--- src/rtl/sm4_pkg.sv ---
// sm4_pkg: SM4 S-box, linear transform and shared types for the crypt engine
package sm4_pkg;
  typedef logic [31:0] word_t;
  typedef enum logic [1:0] {IDLE, RUN, DONE} state_t;
  localparam int ROUNDS = 32;
  localparam logic [2047:0] SBOX = {
    128'hd690e9fecce13db716b614c228fb2c05, 128'h2b679a762abe04c3aa44132649860699,
    128'h9c4250f491ef987a33540b43edcfac62, 128'he4b31ca9c908e89580df94fa758f3fa6,
    128'h4707a7fcf37317ba83593c19e6854fa8, 128'h686b81b27164da8bf8eb0f4b70569d35,
    128'h1e240e5e6358d1a225227c3b01217887, 128'hd40046579fd327524c3602e7a0c4c89e,
    128'heabf8ad240c738b5a3f7f2cef96115a1, 128'he0ae5da49b341a55ad933230f58cb1e3,
    128'h1df6e22e8266ca60c02923ab0d534e6f, 128'hd5db3745defd8e2f03ff6a726d6c5b51,
    128'h8d1baf92bbddbc7f11d95c411f105ad8, 128'h0ac13188a5cd7bbd2d74d012b8e5b4b0,
    128'h8969974a0c96777e65b9f109c56ec684, 128'h18f07dec3adc4d2079ee5f3ed7cb3948
  };
  function automatic logic [7:0] sbox8(input logic [7:0] x);
    return SBOX[8*(255-int'(x)) +: 8];
  endfunction
  function automatic word_t rotl(input word_t w, input int n);
    return (w << n) | (w >> (32 - n));
  endfunction
  function automatic word_t sm4_L(input word_t b);
    return b ^ rotl(b, 2) ^ rotl(b, 10) ^ rotl(b, 18) ^ rotl(b, 24);
  endfunction
endpackage

--- src/rtl/sm4_round.sv ---
// sm4_round: one combinational SM4 round, shifts the 4-word window by one
module sm4_round
  import sm4_pkg::*;
(
  input  logic [127:0] x_i,
  input  logic [31:0]  rk_i,
  output logic [127:0] x_o
);
  word_t t, s;
  always_comb begin
    t = x_i[95:64] ^ x_i[63:32] ^ x_i[31:0] ^ rk_i;
    s = {sbox8(t[31:24]), sbox8(t[23:16]), sbox8(t[15:8]), sbox8(t[7:0])};
    x_o = {x_i[95:0], x_i[127:96] ^ sm4_L(s)};
  end
endmodule

--- src/rtl/sm4_crypt_engine.sv ---
// sm4_crypt_engine: iterative SM4 encrypt/decrypt core, UNROLL rounds per clock,
// valid/ready on both sides with output backpressure.
module sm4_crypt_engine
  import sm4_pkg::*;
#(
  parameter int UNROLL = 1
) (
  input  logic          CLK_i,
  input  logic          RST_N_i,
  input  logic [1023:0] RK_i,
  input  logic          MODE_i,
  input  logic [127:0]  DAT_i,
  input  logic          IN_VALID_i,
  output logic          IN_READY_o,
  output logic [127:0]  DAT_o,
  output logic          OUT_VALID_o,
  input  logic          OUT_READY_i,
  output logic          BUSY_o
);
  localparam int STEPS = ROUNDS / UNROLL;
  localparam int CNT_W = $clog2(ROUNDS / UNROLL) + 1;
  if (!(UNROLL == 1 || UNROLL == 2 || UNROLL == 4 || UNROLL == 8 || UNROLL == 16 || UNROLL == 32)) begin : g_bad
    $error("sm4_crypt_engine: UNROLL must be 1, 2, 4, 8, 16 or 32");
  end
  state_t             state_q, state_d;
  logic [CNT_W-1:0]   cnt_q, cnt_d;
  logic [127:0]       x_q, x_d;
  logic               mode_q, mode_d;
  logic               accept, handoff;
  word_t              rk_w [ROUNDS];
  logic [127:0]       ch [UNROLL+1];
  for (genvar i = 0; i < ROUNDS; i++) begin : g_rk
    assign rk_w[i] = RK_i[1023-32*i -: 32];
  end
  assign ch[0] = x_q;
  // decrypt walks the keys backwards: 31-r is the bitwise inverse of a 5-bit r
  for (genvar k = 0; k < UNROLL; k++) begin : g_rnd
    logic [4:0] r;
    assign r = 5'(int'(cnt_q) * UNROLL + k);
    sm4_round u_round (.x_i(ch[k]), .rk_i(rk_w[mode_q ? ~r : r]), .x_o(ch[k+1]));
  end
  assign IN_READY_o  = state_q == IDLE || (state_q == DONE && OUT_READY_i);
  assign OUT_VALID_o = state_q == DONE;
  assign BUSY_o      = state_q == RUN;
  assign DAT_o       = OUT_VALID_o ? {x_q[31:0], x_q[63:32], x_q[95:64], x_q[127:96]} : '0;
  assign accept      = IN_VALID_i && IN_READY_o;
  assign handoff     = OUT_VALID_o && OUT_READY_i;
  always_comb begin
    state_d = state_q;
    cnt_d   = cnt_q;
    x_d     = x_q;
    mode_d  = mode_q;
    if (state_q == RUN) begin
      x_d     = ch[UNROLL];
      cnt_d   = cnt_q + 1'b1;
      state_d = cnt_q == CNT_W'(STEPS - 1) ? DONE : RUN;
    end else if (accept) begin
      x_d     = DAT_i;
      mode_d  = MODE_i;
      cnt_d   = '0;
      state_d = RUN;
    end else if (handoff) begin
      state_d = IDLE;
    end
  end
  always_ff @(posedge CLK_i or negedge RST_N_i) begin
    if (!RST_N_i) begin
      state_q <= IDLE;
      cnt_q   <= '0;
      x_q     <= '0;
      mode_q  <= 1'b0;
    end else begin
      state_q <= state_d;
      cnt_q   <= cnt_d;
      x_q     <= x_d;
      mode_q  <= mode_d;
    end
  end
endmodule

--- config.mk ---
export PLATFORM = sky130hd
export DESIGN_NAME = sm4_crypt_engine
export DESIGN_NICKNAME = d
export VERILOG_FILES = /design/src/rtl/sm4_pkg.sv /design/src/rtl/sm4_round.sv /design/src/rtl/sm4_crypt_engine.sv
export SDC_FILE = /design/constraint.sdc
export NUM_CORES = 2
export LEC_CHECK = 0
export CAP_MARGIN = 20
export CORE_AREA = 2 2 505 507
export CTS_CLUSTER_DIAMETER = 30
export DETAILED_ROUTE_END_ITERATION = 8
export DIE_AREA = 0 0 507 509
export PLACE_DENSITY = 0.39
export SYNTH_ARGS = -nofsm -noshare
export SYNTH_HDL_FRONTEND = slang
export SYNTH_SLANG_ARGS = --single-unit
--- constraint.sdc ---
create_clock -name CLK_i -period 8.1 [get_ports CLK_i]
set_clock_uncertainty 0.2 [all_clocks]
set_input_delay 1.62 -clock CLK_i [delete_from_list [all_inputs] [get_ports CLK_i]]
set_output_delay 1.62 -clock CLK_i [all_outputs]
set_load 0.01 [all_outputs]
# Yosys cells after proc, flatten, opt, wreduce, memory -nomap -nowiden
# Index checks and enable logic that the tools add are counted.
# W data, S select, Z words.
# word_totals
reg_bits	137
output_inout_bits	131
elab_cells	52
# classes
n_addsub	5
n_lt_le_gt_ge	1
eq_ne	3
shift	4
mux	13
bitwise_logic	15
n_reduce_logical	7
# op_table
operator	n
$shiftx A2048 B32 Y8 const A	4
$mux W128	3
$xor A32 B32 Y32	8
$bmux W32 S5	1
$mux W32	2
$sub A8 B8 Y9 const A	4
$or A32 B10 Y32	1
$or A32 B18 Y32	1
$or A32 B2 Y32	1
$or A32 B24 Y32	1
$mux W6	2
$mux W2	4
$add A6 B1 Y6 const B	1
$eq A6 B5 Y1 const B	1
$ge A6 B6 Y1 const B	1
$not A5 Y6	1
$mux W5	1
$not A5 Y5	1
$reduce_bool A3 Y1	1
$eq A2 B1 Y1 const B	1
$eq A2 B2 Y1 const B	1
$logic_and A1 B1 Y1	2
$logic_not A2 Y1	1
$reduce_and A2 Y1	1
other kinds (3)	3

# Logic depth before layout (Yosys ltp)
# depth
ltp_word	16
depth_mapped	29

# Modules after synthesis
# From an unflattened synthesis, not the netlist that was laid out.
# hier_totals
hier_cells	5036
area_unflattened_um2	41124.4
# modules_own_cells
mod	instances	cells_per_inst	area_each_um2	seq_area_each_um2
sm4_crypt_engine	1	2544	24368.4	3428.3
sm4_round	1	2492	16756.1	0.0

# Least setup slack after synthesis
# No wires, ideal clock.
# synth_timing
path_kind	input to register
from	input RK_i[728]
to	register x_q[4]
arrival_ns	6.439
t_required_ns	7.774
path_slack_ns	1.335
stages	20
n_path_buf	4
cell_sequence	mux4_1 > mux4_2 > o22ai_1 > or3_1 > a21o_1 > and2_1 > clkbuf_1 > clkbuf_1 > buf_1 > ha_1 > clkbuf_1 > nor2_1 > o21ai_2 > a21oi_1 > o21ai_0 > o311ai_0 > a311oi_4 > xor2_1 > xnor3_1 > a221o_1
# synth_between
elab_chain_cells	12
# synth_rtl
element	line	text
from (decl)	sm4_crypt_engine.sv:10	input logic [1023:0] RK_i,
$bmux W32 S5	sm4_crypt_engine.sv:40	sm4_round u_round (.x_i(ch[k]), .rk_i(rk_w[mode_q ? ~r : r]), .x_o(ch[k+1]));
$mux W32 (2 in series)	sm4_crypt_engine.sv:40	
$xor A32 B32 Y32	sm4_round.sv:11	t = x_i[95:64] ^ x_i[63:32] ^ x_i[31:0] ^ rk_i;
$sub A8 B8 Y9	sm4_pkg.sv:17	return SBOX[8*(255-int'(x)) +: 8];
$shiftx A2048 B32 Y8	sm4_pkg.sv:17	
$or A32 B10 Y32	sm4_pkg.sv:20	return (w << n) | (w >> (32 - n));
$xor A32 B32 Y32 (3 in series)	sm4_pkg.sv:23	return b ^ rotl(b, 2) ^ rotl(b, 10) ^ rotl(b, 18) ^ rotl(b, 24);
$xor A32 B32 Y32	sm4_round.sv:13	x_o = {x_i[95:0], x_i[127:96] ^ sm4_L(s)};
$mux W128	sm4_crypt_engine.sv:53	if (state_q == RUN) begin
to (signal assigned)	sm4_crypt_engine.sv:70	x_q <= '0;
to (signal assigned)	sm4_crypt_engine.sv:75	x_q <= x_d;
to (decl)	sm4_crypt_engine.sv:27	logic [127:0] x_q, x_d;
# Every way passes these cells. The select of a mux whose other input is x is not followed.
# A chain may end at the register's enable or synchronous reset.

# Worst setup path after layout
# layout_timing
from	register mode_q
to	register x_q[8]
# layout_between
elab_chain_cells	15
# layout_rtl
element	line	text
from (decl)	sm4_crypt_engine.sv:28	logic mode_q, mode_d;
from (signal assigned)	sm4_crypt_engine.sv:76	mode_q <= mode_d;
$mux W5 *	sm4_crypt_engine.sv:40	
$not A5 Y6 *	sm4_crypt_engine.sv:40	
$bmux W32 S5 *	sm4_crypt_engine.sv:40	
$mux W32 * (2 in series)	sm4_crypt_engine.sv:40	
$xor A32 B32 Y32 *	sm4_round.sv:11	
$sub A8 B8 Y9	sm4_pkg.sv:17	
$shiftx A2048 B32 Y8	sm4_pkg.sv:17	
$or A32 B2 Y32	sm4_pkg.sv:20	
$xor A32 B32 Y32 (3 in series)	sm4_pkg.sv:23	
$xor A32 B32 Y32 *	sm4_pkg.sv:23	
$xor A32 B32 Y32 *	sm4_round.sv:13	
$mux W128 *	sm4_crypt_engine.sv:53	
# Mark *: on every way between the ends. The rest lies on a longest branch, timed or not. The select of a mux whose other input is x is not followed.

==> flow_summary_export.csv <==
group,metric,value,unit
synthesis,syn_area_per_cell,8.62,sq um
clock_network,root_buffer,"clkbuf_16",
global_route,grt_usage,30.7,%
routing,vias,52900,
placed_design,dpl_cell_area,60200,sq um
synthesis,synth_fp_nets,5843,
setup_path,critPathKind,"flop to flop",
sta,period_minus_slack,7.93,ns
setup_path,crit_path_end_kind,"flop",
sta,setup_viol,0,
clock_network,clock_sinks,137,
routing,wire_per_inst,42.9,um
clock_network,ctsHoldBuffers,0,
placed_design,dpl_worst_slack,-0.154,ns
synthesis,synth_edf_count,0,
setup_path,cp.required,8.30,ns
setup_path,r2r-end,"x_q[8]",
setup_path,start_kind,"flop",
clock_network,cts_tree,"yes",
routing,drc,0,
synthesis,yosysWarningCount,0,
clock_network,post_cts_buffers,0,
die,die_y,509,um
synthesis,synth_cells,4646,
synthesis,synth_seq_area_share,8.56,%
layout,drive_above_1_share,20.9,%
placed_design,gp_congestion,1.04,
setup_path,crit_arrival,8.13,ns
worst_hold_path,min_from,"cnt_q[5]",
die,start_util,15.9,%
synthesis,ys.flop_type,"dfrtp_1",
die,die_area,258000,sq um
layout,syn2layout_area_growth,52.1,%
clock_network,clk_pin_slew,0.08,ns
routing,drt-total-wl,412,mm
sta,finalMaxSlewViolations,0,
routing,drt_first_pass_iters,8,
sta,fin_crit_sh,97.9,%
clock_network,cts_resized,0,
setup_path,timing.rr.start,"mode_q",
sta,max_freq,126,MHz
sta,hold_viol_final,0,
routing,vias_per_cell,5.51,
worst_hold_path,whs_path_depth,1,
clock_network,clockBufferDepth,2,
sta,setup_ws,0.172,ns
die,fp.coreArea,253000,sq um
layout,nets,7350,
placed_design,numPortBuffers,1287,
global_route,grt_pass1_wl,532,mm
setup_path,cp_max_fo,29,
clock_network,cts_buffers,17,
synthesis,synthArstFlopShare,100,%
run,max_cap_viol_count,0,
layout,final_area,61000,sq um
synthesis,synth.distinct_cells,128,
sta,worstMarginPinSlew,1.28,ns
sta,rsz0062_at_grt,"false",
routing,drtIter0Drc,5963,
synthesis,synth-seq-cells,137,
die,rows,185,
global_route,grt_pass1_vias,52000,
worst_hold_path,worstHoldPathType,"flop to flop",
synthesis,netlist_area,40100,sq um
global_route,grt_max_degree,110,
die,ioPinCount,1288,
clock_network,clkLatencyLatePin,0.54,ns
routing,antenna_left,0,
global_route,antenna_found_initial,176,
global_route,grt_overflow,0,
placed_design,dp_hpwl,345,mm
worst_hold_path,worst_hold_path.endpoint,"cnt_q[5]",
setup_path,r2r_cells,15,
die,fp.dieW,507,um
sta,slew_headroom,14.7,%
setup_path,reg2reg_slack,0.17,ns
clock_network,cts-htree-levels,4,
run_status,status,"finished clean",
==> cells in the mapped netlist (35+ instances only) <==
cell type | n | area [sq um]
and3_1 | 45 | 282
o22ai_1 | 61 | 382
nor3_1 | 101 | 505
a21oi_1 | 274 | 1370
buf_2 | 141 | 706
ha_1 | 40 | 500
dfrtp_1 | 137 | 3430
nand4_1 | 38 | 238
mux4_2 | 359 | 8090
o31ai_1 | 41 | 308
clkbuf_1 | 207 | 777
a22oi_1 | 217 | 1630
a221oi_1 | 56 | 490
mux2i_1 | 292 | 2920
nand2_1 | 542 | 2030
o221ai_1 | 56 | 490
and2_1 | 147 | 920
o211ai_1 | 81 | 608
xnor2_1 | 89 | 780
mux4_1 | 36 | 946
a211oi_1 | 75 | 563
inv_1 | 45 | 169
o21ai_0 | 245 | 1230
nor2_1 | 236 | 886
buf_4 | 58 | 435
xor2_1 | 58 | 508
buf_6 | 35 | 394
a22o_1 | 35 | 307
a31oi_1 | 57 | 357
nand3_1 | 111 | 556
==> final cells by class <==
type / instances / area, sq um
diodes: 69 / 173
clock buffers: 18 / 429
clock inverters: 14 / 154
fillers: 27700 / 192000
inverters: 56 / 216
multi-input cells: 3931 / 33400
flip-flops and latches: 137 / 3450
well taps: 3366 / 4210
repair buffers: 2010 / 19000
==> per-layer routing <==
layer  global-route usage (%)  vias to the layer above  share of wire [%]
li1                         -                    21800                  -
met1                     38.0                    27300                 41
met2                     49.3                     3157                 46
met3                     8.13                      628                8.5
met4                     14.4                       82                5.1
met5                        0                        -               0.12
==> layout by cell type (no fill, tap or decap), types with 36 or more instances in the layout <==
| cell | instances |
|---|---|
| o211ai_1 | 81 |
| o22ai_1 | 61 |
| mux4_1 | 36 |
| diode_2 | 69 |
| o21ai_0 | 243 |
| nor2_1 | 227 |
| nand4_1 | 38 |
| dfrtp_1 | 132 |
| xor2_1 | 55 |
| a221oi_1 | 56 |
| mux2i_1 | 292 |
| o221ai_1 | 56 |
| buf_12 | 52 |
| nand3_1 | 111 |
| o31ai_1 | 41 |
| ha_1 | 40 |
| a22oi_1 | 217 |
| and3_1 | 45 |
| nand2_1 | 538 |
| and2_1 | 144 |
| a21oi_1 | 274 |
| clkdlybuf4s50_1 | 1286 |
| nor3_1 | 100 |
| inv_1 | 45 |
| xnor2_1 | 85 |
| buf_4 | 667 |
| a211oi_1 | 74 |
| a31oi_1 | 57 |
| mux4_2 | 359 |
==> sequential cells by signal, summed over array words and instances, names as in the netlist <==
register  cells
cnt_q         6
mode_q        1
state_q       2
x_q         128
==> stage by stage <==
step	TNS, ns	util, %	cells	hold slack, ns
5_1_grt	0	24.1	9569	0.326
2_1_floorplan	0	-	4646	0.247
6_report	0	24.1	9601	0.298
3_3_place_gp	-0.181	23.8	9494	0.276
4_1_cts	0	24.0	9531	0.290
3_5_place_dp	-0.191	23.8	9499	0.273
==> worst max path at each step <==
stage | start | endpoint | slack [ns]
after global placement | RK_i[601] | x_q[20] | -0.08
after CTS | mode_q | x_q[8] | 0.24
final | mode_q | x_q[8] | 0.17
after detailed placement | RK_i[601] | x_q[20] | -0.15
after global routing | mode_q | x_q[8] | 0.11
after floorplan | RK_i[728] | x_q[4] | 1.34
==> worst max-delay path, stage by stage (launching register included) <==
cell and delay (ns):
dfrtp_4 0.83, or3b_2 0.56, and2_1 0.86, a21oi_1 0.24, or4_4 0.62, a221oi_2 1.05, nand2_1 0.59, a2111oi_0 0.74
a2111oi_0 0.15, buf_4 0.20, a22oi_2 0.54, xor2_2 0.20, buf_4 0.18, xnor2_1 0.14, xnor2_1 0.39, o21ai_0 0.14
==> cell families after synthesis <==
family,share of synthesized area [%]
AO/OA/AOI/OAI,29.5
AND/OR/NAND/NOR,16.3
multiplexers,30.2
buffers and inverters,8.82
XOR/XNOR,5.46
flip-flops,8.56
adder cells (fa/ha/maj),1.27
Power is left out: the tool's default activity adds up to more than one toggle a clock period on the data nets, which glitch-free logic cannot reach.
